**config.mk**
```make
export PLATFORM = sky130hd
export DESIGN_NAME = rv32_dmem_arbiter
export DESIGN_NICKNAME = d
export VERILOG_FILES = /design/src/rtl/rv32_dmem_pkg.sv /design/src/rtl/rv32_rr_arbiter.sv /design/src/rtl/rv32_dmem_arbiter.sv
export SDC_FILE = /design/constraint.sdc
export NUM_CORES = 1
export LEC_CHECK = 0
export ABC_AREA = 0
export CORE_AREA = 2 2 212 214
export CTS_BUF_LIST = sky130_fd_sc_hd__clkbuf_2 sky130_fd_sc_hd__clkbuf_4 sky130_fd_sc_hd__clkbuf_8
export CTS_CLUSTER_DIAMETER = 200
export CTS_CLUSTER_SIZE = 8
export DETAILED_ROUTE_END_ITERATION = 12
export DIE_AREA = 0 0 214 216
export PLACE_DENSITY_LB_ADDON = 0.08
export SLEW_MARGIN = 20
export SYNTH_ARGS = -nofsm -noshare
export SYNTH_HDL_FRONTEND = slang
export SYNTH_SLANG_ARGS = --single-unit
```
**constraint.sdc**
```tcl
create_clock -name clk_i -period 9.8 [get_ports clk_i]
set_input_delay 1.47 -clock clk_i [delete_from_list [all_inputs] [get_ports clk_i]]
set_output_delay 1.47 -clock clk_i [all_outputs]
set_load 0.005 [all_outputs]
```
**src/rtl/rv32_dmem_pkg.sv**
```systemverilog
// rtl/rv32_dmem_pkg.sv - shared types and defaults for the data-memory arbiter
package rv32_dmem_pkg;

    localparam int unsigned NumReqDefault    = 8;
    localparam int unsigned AddrWidthDefault = 13;
    localparam int unsigned IdxWidthMax      = 8;

    // One in-flight transfer travelling down the response pipeline.
    typedef struct packed {
        logic                   valid;
        logic [IdxWidthMax-1:0] idx;
        logic                   we;
    } pipe_entry_t;

endpackage

```
**src/rtl/rv32_rr_arbiter.sv**
```systemverilog
// rtl/rv32_rr_arbiter.sv - combinational round-robin pick: lowest index at or above the pointer
module rv32_rr_arbiter
    import rv32_dmem_pkg::*;
#(
    parameter int unsigned NumReq = NumReqDefault,
    parameter int unsigned IdxW   = (NumReq > 1) ? $clog2(NumReq) : 1
) (
    input  logic [NumReq-1:0] req_i,
    input  logic [IdxW-1:0]   ptr_i,
    output logic [NumReq-1:0] gnt_o,
    output logic [IdxW-1:0]   idx_o,
    output logic              valid_o
);

    int unsigned     cand;
    logic [IdxW-1:0] cand_idx;

    always_comb begin
        gnt_o    = '0;
        idx_o    = '0;
        valid_o  = 1'b0;
        cand     = 0;
        cand_idx = '0;
        for (int unsigned k = 0; k < NumReq; k++) begin
            cand = 32'(ptr_i) + k;
            if (cand >= NumReq) begin
                cand = cand - NumReq;
            end
            cand_idx = IdxW'(cand);
            if (!valid_o && req_i[cand_idx]) begin
                valid_o         = 1'b1;
                gnt_o[cand_idx] = 1'b1;
                idx_o           = cand_idx;
            end
        end
    end

endmodule

```
**src/rtl/rv32_dmem_arbiter.sv**
```systemverilog
// rtl/rv32_dmem_arbiter.sv - round-robin sharing of one data-memory port with a fixed-latency response pipe
module rv32_dmem_arbiter
    import rv32_dmem_pkg::*;
#(
    parameter int unsigned NumReq    = NumReqDefault,
    parameter int unsigned AddrWidth = AddrWidthDefault,
    parameter int unsigned DataWidth = 32,
    parameter int unsigned BeWidth   = 4,
    parameter int unsigned Latency   = 1
) (
    input  logic                                clk_i,
    input  logic                                rst_ni,
    input  logic [NumReq-1:0]                   req_valid_i,
    output logic [NumReq-1:0]                   req_ready_o,
    input  logic [NumReq-1:0]                   req_we_i,
    input  logic [NumReq-1:0][AddrWidth-1:0]    req_addr_i,
    input  logic [NumReq-1:0][DataWidth-1:0]    req_wdata_i,
    input  logic [NumReq-1:0][BeWidth-1:0]      req_be_i,
    output logic [NumReq-1:0]                   rsp_valid_o,
    output logic [DataWidth-1:0]                rsp_rdata_o,
    output logic                                mem_req_o,
    output logic                                mem_we_o,
    output logic [AddrWidth-1:0]                mem_addr_o,
    output logic [DataWidth-1:0]                mem_wdata_o,
    output logic [BeWidth-1:0]                  mem_be_o,
    input  logic [DataWidth-1:0]                mem_rdata_i
);

    localparam int unsigned IdxW = (NumReq > 1) ? $clog2(NumReq) : 1;

    logic [IdxW-1:0]   ptr_q, ptr_d;
    logic [NumReq-1:0] arb_req;
    logic [NumReq-1:0] gnt;
    logic [IdxW-1:0]   gnt_idx;
    logic              gnt_valid;
    pipe_entry_t       entry_in;
    pipe_entry_t       rsp_e;
    pipe_entry_t       pipe_q [Latency];

    // Masking with reset keeps grants and memory requests quiet while held in reset.
    assign arb_req = req_valid_i & {NumReq{rst_ni}};

    rv32_rr_arbiter #(
        .NumReq (NumReq),
        .IdxW   (IdxW)
    ) u_rr_arbiter (
        .req_i   (arb_req),
        .ptr_i   (ptr_q),
        .gnt_o   (gnt),
        .idx_o   (gnt_idx),
        .valid_o (gnt_valid)
    );

    always_comb begin
        req_ready_o = gnt;
        mem_req_o   = gnt_valid;
        mem_we_o    = 1'b0;
        mem_addr_o  = '0;
        mem_wdata_o = '0;
        mem_be_o    = '0;
        ptr_d       = ptr_q;
        if (gnt_valid) begin
            mem_we_o    = req_we_i[gnt_idx];
            mem_addr_o  = req_addr_i[gnt_idx];
            mem_wdata_o = req_wdata_i[gnt_idx];
            mem_be_o    = req_be_i[gnt_idx];
            ptr_d       = (gnt_idx == IdxW'(NumReq - 1)) ? '0 : gnt_idx + 1'b1;
        end
        entry_in.valid = gnt_valid;
        entry_in.idx   = IdxWidthMax'(gnt_idx);
        entry_in.we    = mem_we_o;
    end

    always_ff @(posedge clk_i or negedge rst_ni) begin
        if (!rst_ni) begin
            ptr_q <= '0;
            for (int i = 0; i < Latency; i++) begin
                pipe_q[i] <= '0;
            end
        end else begin
            ptr_q     <= ptr_d;
            pipe_q[0] <= entry_in;
            for (int i = 1; i < Latency; i++) begin
                pipe_q[i] <= pipe_q[i-1];
            end
        end
    end

    assign rsp_e = pipe_q[Latency-1];

    always_comb begin
        for (int i = 0; i < NumReq; i++) begin
            rsp_valid_o[i] = rsp_e.valid && (rsp_e.idx == IdxWidthMax'(i));
        end
        rsp_rdata_o = (rsp_e.valid && !rsp_e.we) ? mem_rdata_i : '0;
    end

endmodule

```
==> results <==
- The count of port buffers added during placement is 540.
- The final layout contains 1,693 nets.
- The origin of the worst min-delay path is ptr_q[1].
- In this run the cell area measured after placement is 11,900 um^2.
- The first global-routing pass estimated 58,700 um of wire.
- Of all cell types, the one taking the most synthesized area is a2111oi_2.
- During I/O placement, the number of pins put on the boundary was 541.
- The fraction of synthesis flops using an asynchronous set or reset pin is 1.00.
- The final core utilization is 0.272.
- The clock latency on the worst-skew pair is 220 ps.
- The endpoint identified for the worst register-to-register timing path is pipe_q[0].
- The total overflow left after global routing is 0.
- The area growth from synthesis to final layout is 101%.
- The yosys synthesis warning count is 0.
- The detailed router finished its first iteration with 343 violations.
- The flow ran to the end, and the final reports show no timing, DRC or antenna violations.
- On the final layout, the worst clock skew is 0.726 ps.
- The total setup buffers inserted after CTS is 0.
- STA classifies the critical path startpoint as a flip-flop.
- The via count of the first global-routing pass is 8,263.
- The number of optimization iterations in the first detailed-route pass is 5.
- TritonCTS built the clock tree.
- The final HPWL from detailed placement is 34,700 um.
- The time the final worst path needs with I/O delays and setup is 8340 ps.
- The count of endpoints failing hold in the final timing report is 0.
- The overall die area is 46,200 um^2.
- The launch point of the worst reg-to-reg path is ptr_q[0].
- The worst hold path was traced through 2 stages.
- In this run, distinct cell masters in the synthesized netlist total 62.
- The pin count of the biggest net entering global routing is 154.
- Of the available clock period, the critical path in the final layout requires 0.851.
- In this run the number of H-tree levels came out at 1.
- The floorplan step set the die height to 216 um.
- The quantity of hold-fixing buffers added after cts is 0.
- The number of setup violations in the final report is 0.
- The number of gates resized after CTS is 0.
- Summed over all cells, the static leakage comes to 4.32 nW.
- Once detail routing completed, the nets flagged for antenna violations numbered 0.
- The clock-pin transition on the worst setup and hold timing paths is 40 ps.
- Setup repair after global routing left no endpoint under its margin.
- After synthesis, the cell types taking the most area are a2111oi_2 13%, a221oi_2 13%, nand2_1 11%, and2_1 9.1%, mux2_1 7.4%.
- The required time of the critical path is 8330 ps.
- After detailed routing, the average wire length per cell comes to 22.9 um.
- The number of antenna violations at the first check in global routing is 8.
- The type of element capturing the critical path is an output pin.
- The total routing usage reported by global routing is 0.171.
- The post-synthesis instance total is 754.
- The core area is 43,800 um^2.
- The most used flip-flop cell after synthesis is dfrtp_1.
- Static timing analysis puts the maximum clock frequency at 120 MHz.
- The start-to-end type of the worst setup path is flip-flop to output pin.
- The number of inserted filler cells in the final layout is 4,815.
- The proportion of layout cells with a drive suffix above 1 is 0.135.
- The slew at the pin closest to its max-slew limit is 826 ps.
- In this run the deepest clock path goes through 2 buffers.
- In the routed layout, each cell is associated on average with a via count of 4.35.
- The die extent in x is 214 um.
- Data on the critical path arrives at its endpoint at 6870 ps.
- The synthesized design contains 0 enable-type register cells.
- The worst supply voltage drop on vdd is 0.582 mV.
- The number of nets handed over by synthesis was 1,204.
- After detailed routing, the number of remaining DRC violations is 0.
- The summed negative setup slack over all endpoints is 0 ps.
- Counting the buffers created by CTS gives 3.
- Of the post-synthesis cell area, the dominant cell type holds 0.129.
- The final RePlAce weighted congestion is 0.819.
- Setup slack on the worst reg-to-reg path comes out at 3880 ps.
- The number of max-slew violations in the final report is 0.
- After synthesis the cells add up to 5930 um^2.
- The max capacitance violation total is 0.
- For this run, the register share of the synthesized area comes to 0.0338.
- The clock tree root buffer cell is clkbuf_8.
- The tree built by TritonCTS fans out to 8 sinks.
- The path category of the worst min-delay check is flip-flop to flip-flop.
- Measured in cells, the most critical reg-to-reg path has a length of 14.
- The via count of the routed design is 7,981.
- After routing the design area is 11,900 um^2.
- The post-synthesis register bit count is 8.
- The largest fanout of any net on the critical path is 35.
- The standard-cell row count is 77.
- Summed over all layers, the routed wires come to 42,100 um.
- The mean cell area of the mapped netlist is 7.86 um^2.
- The path with the worst hold slack has its endpoint at ptr_q[1].
- Dividing total power by cell area gives a power density of 590 nW/um^2.
- The initial utilization of the core area, before any placement, comes to 0.135.
- In this run the tightest slew margin relative to its limit is 0.449.
==> where the power goes <==
part / switching (mW) / leakage (nW) / internal (mW)
Clock: 0.0123 / 0.0216 / 0.0266
Sequential: 0.0190 / 0.0917 / 0.0550
Combinational: 3.64 / 4.21 / 3.29
==> synthesized netlist by cell type (all sizes together) (2+ instances only) <==
library cell,number
nand2,178
ha,8
mux4,7
and3,51
nand3,3
xnor2,2
xor2,2
nand4,13
inv,5
a21o,3
and2,86
mux2i,10
o22ai,5
buf,49
a31oi,6
nor2b,4
or2,2
nand2b,6
mux2,56
nor2,14
a21oi,4
a211oi,50
nor3,10
a2111oi,52
a221oi,50
o221ai,7
o21ai,8
and4,2
o21bai,2
dfrtp,8
clkbuf,29
a222oi,4
==> through the flow <==
step / cells / setup WS, ps / hold WS [ps] / power [mW]
global route: 1836 / 1020 / 828 / 7.68
finish: 1836 / 1460 / 793 / 7.05
global placement: 1830 / 1590 / 811 / 7.22
detailed placement: 1830 / 1500 / 801 / 7.20
CTS: 1833 / 1360 / 802 / 7.27
floorplan: 754 / 4300 / 751 / 4.28
==> worst max-delay path by stage <==
stage	start	end	cells past startpoint
finish	ptr_q[0]	mem_wdata_o[31]	15
global route	ptr_q[0]	mem_wdata_o[31]	15
CTS	ptr_q[0]	mem_wdata_o[31]	15
detailed placement	rst_ni	mem_wdata_o[31]	14
global placement	rst_ni	mem_wdata_o[31]	14
floorplan	ptr_q[0]	mem_we_o	18
==> layout by cell type, fill, tap and decap left out, drive strengths merged, types with 2 or more instances in the layout <==
master and n:
a2111oi 52, a211oi 50, a21o 3, a21oi 4, a221oi 50, a222oi 4
a31oi 6, and2 86, and3 51, and4 2, buf 22, clkbuf 3
clkdlybuf4s50 540, dfrtp 8, diode 3, ha 8, inv 5, mux2 56
mux2i 10, mux4 7, nand2 178, nand2b 6, nand3 3, nand4 13
nor2 14, nor2b 4, nor3 10, o21ai 8, o21bai 2, o221ai 7
o22ai 5, or2 2, xnor2 2, xor2 2
==> layout make-up <==
cell class	instances	area [um^2]	area share
repair buffers	562	5610	0.470
multi-input cells	662	5310	0.445
well taps	592	741	0.0620
flip-flops and latches	8	200	0.0168
clock buffers	3	41.3	0.00346
inverters	6	27.5	0.00231
diodes	3	7.51	0.000629
==> state kept, by name, indices dropped and copies added (netlist names) <==
register / cells
ptr_q: 3
pipe_q: 5
==> kinds of logic after synthesis <==
group,after synthesis,synth area share
compound gates,203,0.385
xor+xnor,4,0.00591
fa+ha+maj,8,0.0169
buf+inv,84,0.0773
flops,8,0.0338
mux,73,0.158
simple gates,374,0.323
==> per-layer routing <==
metal	share of wire	routed length [um]	GRT usage
met3	0.065	2740	0.0423
met4	0.0024	99	0.0128
met1	0.38	16000	0.189
met2	0.55	23200	0.339
met5	0.0014	61	0
==> critical path: stages (launching register included) <==
cell	delay, ps
dfrtp_1	310
buf_4	340
inv_1	320
ha_1	800
clkinv_1	460
nand4_1	190
and4_1	410
nand2_1	200
nor3_1	460
a221o_1	290
a22o_4	540
o21a_4	490
buf_4	330
a221oi_2	110
a2111oi_2	680
clkdlybuf4s50_1	640
Power figures use the tool's default switching activity.
==> RTL edit: new RTL, same settings <==
Set the package constant `NumReqDefault` to 16 (it was 8).
--- a/src/rtl/rv32_dmem_pkg.sv
+++ b/src/rtl/rv32_dmem_pkg.sv
@@ -1,7 +1,7 @@
 // rtl/rv32_dmem_pkg.sv - shared types and defaults for the data-memory arbiter
 package rv32_dmem_pkg;
 
-    localparam int unsigned NumReqDefault    = 8;
+    localparam int unsigned NumReqDefault    = 16;
     localparam int unsigned AddrWidthDefault = 13;
     localparam int unsigned IdxWidthMax      = 8;
 
Interface: changed (7 resized); port bits go from 541 to 965. No check against the original RTL was run, so the function may have changed too.
==> RTL edit against the original RTL <==
- the flow now stops in I/O pin placement (3_2_place_iop)
- synthesized area up 110%
- synthesized cell count grew to 2.9 times the old value
==> RTL edit: results (changes against the original RTL) <==
run_status:
  status: "aborted with a tool error"
  stop_stage: "I/O pin placement (3_2_place_iop)"
  error: "[ERROR PPL-0024] Number of IO pins (965) exceeds maximum number of available positions (772). Increase the die perimeter from 860.00um to 1312.40um."
yosys:
  async_flop_share_pct: 100  # unchanged
  synth.area.top_cells: "nand2_1 (21%), nand3_1 (14%), mux2i_1 (10%)"
  yosysWarnings: 0  # unchanged
  synthFlopType: "dfrtp_1"
  synth-compound-area-share_pct: 26.8  # -12 points
  ys_seq_area_share_pct: 1.97  # -1.4 points
  synth_mux_area_share_pct: 15.2  # -0.59 points
  synthesis.nets: 3018  # +150%
  yosys.area_share.adder_pct: 1.38  # -0.31 points
  ys_ff_latch: 10  # +2
  synth_cell_type_count: 96  # +55%
  synth.avg_cell_area_um2: 5.90  # -25%
  ys_top_cells_by_count: "nand2_1 (709), nand3_1 (352), mux2i_1 (132)"
  synth_xor_area_share_pct: 1.21  # +0.62 points
floorplanning:
  die_w_um: 214  # unchanged
## RTL edit: changes by cell type after synthesis, moves of 43 or more
cell       delta
clkbuf_1     +90
nor2_1       +48
a211oi_1     -43
nand2_1     +531
nand3_1     +349
and3_1       -48
a221oi_2     -50
a22oi_1      +45
a31oi_1     +123
o22a_1       +54
a2111oi_2    -50
mux2i_1     +126
## RTL edit: cells by family after synthesis
family / after synthesis
AO/OA/AOI/OAI: 454
multiplexers: 168
XOR/XNOR: 15
adder cells (fa/ha/maj): 14
buffers and inverters: 218
AND/OR/NAND/NOR: 1275
flip-flops: 10
